## src/rtl/stopwatch_display_mux.sv

```systemverilog
// Multiplexes a stopwatch MM:SS value onto a 4-digit common-anode 7-segment display.
// Inputs are snapshotted once per scan frame; the colon blinks while running and the display blinks while paused.
module stopwatch_display_mux #(
  parameter int unsigned REFRESH_DIV  = 4,
  parameter int unsigned BLINK_FRAMES = 2
) (
  input  logic       clk,
  input  logic       rst_n,
  input  logic [7:0] minutes,
  input  logic [5:0] seconds,
  input  logic [1:0] status,
  output logic [3:0] an_n,
  output logic [6:0] seg_n,
  output logic       dp_n,
  output logic       ovf
);

  localparam int unsigned SCAN_W  = $clog2(REFRESH_DIV);
  localparam int unsigned FRAME_W = (BLINK_FRAMES > 1) ? $clog2(BLINK_FRAMES) : 1;

  localparam logic [6:0] SEG_DASH  = 7'b0111111;
  localparam logic [6:0] SEG_BLANK = 7'b1111111;
  localparam logic [1:0] ST_RUN    = 2'b01;
  localparam logic [1:0] ST_PAUSE  = 2'b10;

  logic [SCAN_W-1:0]  scan_cnt;
  logic [1:0]         idx;
  logic [FRAME_W-1:0] frame_cnt;
  logic               phase;
  logic [7:0]         sh_min;
  logic [5:0]         sh_sec;
  logic [1:0]         sh_status;

  logic       scan_wrap;
  logic       frame_end;
  logic       min_ovf;
  logic [3:0] s_ones, s_tens, m_ones, m_tens;
  logic [6:0] digit_seg;
  logic       blank;
  logic       colon;
  logic [3:0] an_d;
  logic [6:0] seg_d;
  logic       dp_d;

  function automatic logic [6:0] seg_lut(input logic [3:0] d);
    logic [6:0] s;
    case (d)
      4'd0:    s = 7'b1000000;
      4'd1:    s = 7'b1111001;
      4'd2:    s = 7'b0100100;
      4'd3:    s = 7'b0110000;
      4'd4:    s = 7'b0011001;
      4'd5:    s = 7'b0010010;
      4'd6:    s = 7'b0000010;
      4'd7:    s = 7'b1111000;
      4'd8:    s = 7'b0000000;
      4'd9:    s = 7'b0010000;
      default: s = SEG_BLANK;
    endcase
    return s;
  endfunction

  assign scan_wrap = (scan_cnt == SCAN_W'(REFRESH_DIV - 1));
  assign frame_end = scan_wrap && (idx == 2'd3);
  assign min_ovf   = (sh_min >= 8'd100);

  // Scan timing, blink phase and per-frame snapshot of the inputs
  always_ff @(posedge clk or negedge rst_n) begin
    if (!rst_n) begin
      scan_cnt  <= '0;
      idx       <= '0;
      frame_cnt <= '0;
      phase     <= 1'b0;
      sh_min    <= '0;
      sh_sec    <= '0;
      sh_status <= '0;
    end else begin
      scan_cnt <= scan_wrap ? '0 : scan_cnt + SCAN_W'(1);
      if (scan_wrap) idx <= idx + 2'd1;
      if (frame_end) begin
        sh_min    <= minutes;
        sh_sec    <= seconds;
        sh_status <= status;
        if (frame_cnt == FRAME_W'(BLINK_FRAMES - 1)) begin
          frame_cnt <= '0;
          phase     <= ~phase;
        end else begin
          frame_cnt <= frame_cnt + FRAME_W'(1);
        end
      end
    end
  end

  // Digit decode and mode masking for the currently selected digit
  always_comb begin
    s_ones    = 4'(sh_sec % 6'd10);
    s_tens    = 4'(sh_sec / 6'd10);
    m_ones    = 4'(sh_min % 8'd10);
    m_tens    = 4'(sh_min / 8'd10);
    digit_seg = SEG_BLANK;
    case (idx)
      2'd0: digit_seg = seg_lut(s_ones);
      2'd1: digit_seg = seg_lut(s_tens);
      2'd2: digit_seg = min_ovf ? SEG_DASH : seg_lut(m_ones);
      2'd3: digit_seg = min_ovf ? SEG_DASH : seg_lut(m_tens);
      default: digit_seg = SEG_BLANK;
    endcase
    blank = (sh_status == ST_PAUSE) && phase;
    colon = (idx == 2'd2) && !((sh_status == ST_RUN) && phase);
    an_d  = blank ? 4'b1111 : ~(4'b0001 << idx);
    seg_d = blank ? SEG_BLANK : digit_seg;
    dp_d  = blank ? 1'b1 : ~colon;
  end

  always_ff @(posedge clk or negedge rst_n) begin
    if (!rst_n) begin
      an_n  <= 4'b1111;
      seg_n <= SEG_BLANK;
      dp_n  <= 1'b1;
      ovf   <= 1'b0;
    end else begin
      an_n  <= an_d;
      seg_n <= seg_d;
      dp_n  <= dp_d;
      ovf   <= min_ovf;
    end
  end

endmodule

```

## config.mk

```make
export PLATFORM = sky130hd
export DESIGN_NAME = stopwatch_display_mux
export DESIGN_NICKNAME = d
export VERILOG_FILES = /design/src/rtl/stopwatch_display_mux.sv
export SDC_FILE = /design/constraint.sdc
export NUM_CORES = 1
export LEC_CHECK = 0
export ABC_CLOCK_PERIOD_IN_PS = 2900
export CAP_MARGIN = 40
export CORE_AREA = 2 2 76 106
export CTS_BUF_LIST = sky130_fd_sc_hd__clkbuf_8
export DETAILED_ROUTE_END_ITERATION = 8
export DIE_AREA = 0 0 78 108
export PLACE_DENSITY_LB_ADDON = 0.25
export SYNTH_ARGS = -nofsm -noshare
export SYNTH_HDL_FRONTEND = slang
export SYNTH_SLANG_ARGS = --single-unit
```

## constraint.sdc

```tcl
create_clock -name clk -period 2.9 [get_ports clk]
set_input_delay 0.58 -clock clk [delete_from_list [all_inputs] [get_ports clk]]
set_output_delay 0.58 -clock clk [all_outputs]
set_load 0.01 [all_outputs]
```

After elaboration in Yosys (flattened, before gate mapping)
Memory sizes are Yosys's and may differ from the RTL's.
Cells that the tools add are included.
{ "word_totals": {"register_bits": 35, "romBits": 448, "inputBits": 18, "output_inout_bits": 13, "elab_cells": 48, "n_memories": 4} }
{ "mem_list": {"columns": ["name", "depth", "word_bits", "rd", "rd_clocked_by_memory_dff", "wr", "line", "rtl"], "rows": [
  ["(no name shown)", 16, 7, 1, 0, 0, "47", "case (d)"],
  ["(no name shown)", 16, 7, 1, 0, 0, "47", null],
  ["(no name shown)", 16, 7, 1, 0, 0, "47", null],
  ["(no name shown)", 16, 7, 1, 0, 0, "47", null]
]} }
{ "classes": {"n_addsub": 3, "div": 4, "n_lt_le_gt_ge": 1, "eq_ne": 6, "n_shift": 1, "mux": 8, "bitwise_logic": 3, "reduce_logical": 7} }
{ "op_table": {"columns": ["op", "n"], "rows": [
  ["case mux 7 bit (4 select lines)", 1],
  ["two-way mux 7 bit", 3],
  ["divider 8 x 4 -> 8 bit, second input constant", 1],
  ["== test 2 bit, second input constant", 4],
  [">= comparator 8 x 7 -> 1 bit, second input constant", 1],
  ["modulo 8 x 4 -> 8 bit, second input constant", 1],
  ["divider 6 x 4 -> 6 bit, second input constant", 1],
  ["modulo 6 x 4 -> 6 bit, second input constant", 1],
  ["adder 2 x 1 -> 2 bit, second input constant", 2],
  ["== test 2 x 1 -> 1 bit, second input constant", 2],
  ["logical AND 1 bit", 4],
  ["two-way mux 4 bit", 1],
  ["NOT 4 bit", 1],
  ["left shift 1 x 2 -> 4 bit, first input constant", 1],
  ["logical NOT 2 bit", 1],
  ["two-way mux 1 bit", 2],
  ["two-way mux 2 bit", 1],
  ["NOT 1 bit", 2],
  ["AND reduction 2 bit", 1],
  ["adder 1 bit, second input constant", 1],
  ["logical NOT 1 bit", 1]
]} }

Longest topological paths before layout
{ "logic_depth": {"word_depth": 6, "depth_mapped": 16, "mapped_depth_nobuf": 14} }

Least setup slack after synthesis
No wires, ideal clock.
{ "synth_path": {"path_kind": "reg-to-reg", "startpoint": "reg sh_min[6]", "endpoint": "reg seg_n[4]", "setup_ps": 84, "arrival_time_ps": 2868, "required_ps": 2816, "path_slack_ps": -52, "path_stages_with_launch": 14, "n_path_buf": 0, "period_less_slack_ps": 2952, "cell_sequence": "dfrtp_1 or3b_1 a31o_1 a221oi_4 o21ai_4 inv_1 ha_1 o21ai_0 a21o_1 a221oi_1 nor3b_1 a31o_1 o32ai_2 a21oi_1"} }
{ "synth_via": {"elab_chain_len": 5, "word_cells_on_any_way": 9, "cone_classes": "div: 2; order compare: 1; mux: 4; memory: 2"} }
{ "synth_rtl": {"columns": ["item", "line", "rtl"], "rows": [
  ["start, declared", "30", "logic [7:0] sh_min;"],
  ["start signal, assigned", "81", "sh_min <= minutes;"],
  ["divider 8 x 4 -> 8 bit or modulo 8 x 4 -> 8 bit (tied branches)", "99, 98", null],
  ["memory read (16 x 7 bit)", null, null],
  ["two-way mux 7 bit (on tied branches)", "105, 104", null],
  ["case mux 7 bit (4 select lines) *", "101", "case (idx)"],
  ["two-way mux 7 bit *", "111", "seg_d = blank ? SEG_BLANK : digit_seg;"],
  ["via seg_d[4]", "42", "logic [6:0] seg_d;"],
  ["end signal, assigned", "123", "seg_n <= seg_d;"],
  ["end, declared", "13", "output logic [6:0] seg_n,"]
]} }
Mark *: on every way through the listed nets, which the timed path passes. The rest lies on a longest branch.
A chain may end at the register's enable or synchronous reset.

Worst setup path after layout
{ "layout_path": {"startpoint": "reg sh_min[6]", "endpoint": "reg seg_n[5]"} }
The elaborated chain is that of the path after synthesis.

==> results.md <==
* Worst path max stage delay at 460 ps
* Synth Area in Simple Gates at 19.8%
* Register share of total power at 35.8%
* Initial Utilization at 46.1%
* Final setup margin at -22.2 ps
* Adder-cell share of the synthesized area at 10.2%
* Critical R2R Capture: seg_n[5]$_DFF_PN1_
* Hold-fix buffers at CTS at 0
* Ys Warns at 0
* Critical Path Fanout Max at 7
* Final count of pins violating max slew at 0
* Depth of the most critical reg-to-reg path at 13
* Ant diodes at 0
* Placer Congestion at 0.898
* Post-Route WL at 8960 µm
* First-pass GRT wire length at 14600 µm
* Syn_nets at 438
* Rel. slew slack at 63.6%
* Final period util at 101%
* Synth Area in XOR/XNOR at 3.08%
* Initial DRC count at 165
* Mux contribution to synthesized area at 8.39%
* GR Overflow Total at 0
* VDD IR max at 0.268 mV
* Syn Area/Cell at 8.69 µm²
* Area Overhead vs Synth at 28.5%
* Netlist cell types at 76
* Vias per inst at 5.62
* Critical path class: reg -> reg
* Async SR Flop Fraction at 100%
* Largest delay share family, worst path: compound AO/OA/AOI/OAI gates
* Final #Nets at 511
* RSZ-0062 raised after global routing: true
* CTS sink count at 35
* Clk buf depth at 2
* Number of synthesized flops with an enable pin at 0
* Cells on Worst Hold Path at 1
* Power share of the combinational group at 40.1%
* Setup crit end kind: register
* CTS tree: done
* Maximum clock frequency at 342 MHz
* Main combinational cell family by area after synthesis: compound AO/OA/AOI/OAI gates
* Worst-path clk slew at 80 ps
* WP buf/inv at 2
* GRT Total Usage at 21.9%
* Worst Tran Pin Value at 542 ps
* Switching fraction of total power at 35.2%
* Via Count at 3168
* CORE AREA at 7410 µm²
* Worst-Skew Late Latency at 290 ps
* Seq cells post-synth at 35
* Hold Path Class: reg -> reg
* Port Buffer Count at 30
* Status: finished, violations left
* Top_reg_cell synth: dfrtp_1
* Power per cell area at 360 nW/µm²
* Pwr Total at 1.58 mW
* CP startpoint kind: register
* Routed len/inst at 15.9 µm
* Setup violations, final at 3
* Setup TNS at -35.1 ps
* Slowest cell on the critical path: dfrtp_2
* Max-cap viol count at 0
* Worst clock skew at 4.04 ps
* Sequential-to-total area share from yosys stat at 26.1%
* Worst Min Path Start: scan_cnt[0]$_DFF_PN0_
* FF-to-FF Start: sh_min[6]$_DFFE_PN0P_
* Fillcell total at 660
* Root buf cell: clkbuf_8
* Int Power at 1.02 mW
* Static leakage at 1.87 nW
* Share of layout cells above drive strength 1 at 30.0%
* Multi-input gate area at 2370 µm²
* Rows at 37
* Post-synthesis instance total at 393
* Register area at 897 µm²
* Netlist Area Pre-Place at 3410 µm²
* P_sw at 0.556 mW
* Die Ht at 108 µm
* H-tree depth at 2
* Inserted Clock Buffers at 5
* Worst-path cell chain: buf_4, nor4bb_1, a211oi_2, a21oi_2, nor3_4, o21ai_4, buf_4, ha_1, o22ai_1, or3b_2, a22oi_2, o21ai_2, a31oi_1
* Vias in the first global route at 3101
* Most used cell, CP: buf_4
* DR pass1 iterations at 5
* Final Hold Fails at 0
* Routed Antenna Nets at 0
* Die extent in x at 78 µm
* Io pins at 31
* R2R Setup Slk at -20 ps
* Post-synthesis compound-gate area fraction at 25.4%
* Min-Delay Endpoint: scan_cnt[0]$_DFF_PN0_
* DRC Markers at 0
* Clock share of power at 24.1%
* Die area at 8420 µm²
* Initial antenna violation count at 0
* Largest net degree at the start of global routing at 36
* Worst EP required at 3120 ps
* Detailed placer's ending HPWL at 6580 µm
* Failing checks: setup timing
* Min Tclk post-route at 2920 ps
* CP arrival at 3150 ps
## synth_stat cells, types with 6 or more instances
cell type  count  area (µm²)
clkbuf_1       7        26.3
nand3_1        7        35.0
xor2_1         6        52.6
dfstp_2       12         315
a31oi_1       10        62.6
mux2_2        17         191
o21ai_0       31         155
ha_1          27         338
buf_4          6        45.0
nand2b_1       8        50.1
a21oi_1       22         110
xnor2_1        6        52.6
buf_2         13        65.1
nor2_1        17        63.8
nor3_1         6        30.0
inv_1         23        86.3
nand2_1       41         154
mux2i_1        8        80.1
dfrtp_1       23         576
## state kept, by name (all words and copies together) (netlist names)
| name | count |
|---|---|
| sh_min | 8 |
| dp_n | 1 |
| scan_cnt | 2 |
| sh_status | 2 |
| seg_n | 7 |
| an_n | 4 |
| frame_cnt | 1 |
| phase | 1 |
| ovf | 1 |
| idx | 2 |
| sh_sec | 6 |
## per-layer routing
metal  track usage [%]  vias to the layer above  share of wire, %  wire, µm
met1              24.3                     1529                41      3680
met3              2.92                       15               1.9       169
met2              42.4                       51                55      4890
met5                 0                        -                 0         0
li1                  -                     1573                 -         -
met4              7.27                        0               2.4       214
## worst max path at each step
stage	start	to	slack [ps]	cells past startpoint
after floorplan	sh_min[7]$_DFFE_PN0P_	seg_n[4]$_DFF_PN1_	3	15
after global placement	sh_min[6]$_DFFE_PN0P_	seg_n[5]$_DFF_PN1_	-140	12
after detailed placement	sh_min[4]$_DFFE_PN0P_	seg_n[4]$_DFF_PN1_	-160	14
after CTS	sh_min[2]$_DFFE_PN0P_	seg_n[5]$_DFF_PN1_	-20	13
after global routing	sh_min[6]$_DFFE_PN0P_	seg_n[4]$_DFF_PN1_	-150	15
final	sh_min[6]$_DFFE_PN0P_	seg_n[5]$_DFF_PN1_	-20	13
## logic make-up (layout without fill, tap and decap cells)
| kind of cell | Yosys count | in the layout |
|---|---|---|
| multiplexers | 26 | 26 |
| adder cells (fa/ha/maj) | 28 | 28 |
| flip-flops | 35 | 35 |
| AO/OA/AOI/OAI | 120 | 120 |
| AND/OR/NAND/NOR | 120 | 120 |
| buffers and inverters | 52 | 126 |
| XOR/XNOR | 12 | 12 |
## layout make-up
type / instances / area share, %
repair buffers: 94 / 18.7
well taps: 97 / 2.77
multi-input cells: 306 / 54.0
flip-flops and latches: 35 / 20.4
clock buffers: 5 / 1.57
inverters: 24 / 2.05
clock inverters: 3 / 0.542
## cell usage in the layout (no fill, tap or decap), types with 3 or more instances in the layout
master	count
a221o_1	4
dfrtp_1	18
buf_4	56
mux2i_1	8
o21a_1	3
nand3_1	7
mux2_2	17
nand3b_1	4
nor3b_1	4
clkbuf_8	5
buf_6	7
a21oi_1	22
a31oi_1	10
dfstp_2	12
and3_1	3
nand2_1	41
nor2b_1	4
clkdlybuf4s50_1	30
inv_1	22
o21ai_1	5
ha_1	25
nor3_1	6
and4b_1	3
dfrtp_2	5
nor2_1	17
xor2_1	5
o22ai_1	4
o21ai_0	27
o211ai_1	4
o21ai_2	3
nand2b_1	8
xnor2_1	6
and3b_1	4
## what timing repair did
item / 4_1_cts / 5_1_grt
endpoints found under the hold margin: 0 / 0
pin swaps: 9 / 7
resized for setup: 22 / 14
setup buffers: 9 / 1
setup endpoints to repair: 4 / 6
## through the flow
step | hold slack, ps | cells | area (µm²) | utilization [%] | setup slack (ps)
finish | 432 | 564 | 4390 | 59.3 | -22.2
global route | 447 | 564 | 4390 | 59.3 | -152
CTS | 435 | 563 | 4330 | 58.4 | -15.5
detailed placement | 423 | 546 | 4110 | 55.5 | -158
global placement | 413 | 546 | 4110 | 55.5 | -144
floorplan | 284 | 393 | 3430 | - | 2.92
## power by group through the flow
stage	Combinational [mW]	Sequential [mW]	Clock [mW]
after floorplan	0.362	0.570	0
after global placement	0.581	0.575	0
after detailed placement	0.589	0.575	0
after CTS	0.620	0.564	0.398
after global routing	0.698	0.569	0.414
final	0.634	0.565	0.381
(Power assumes the default switching activity.)
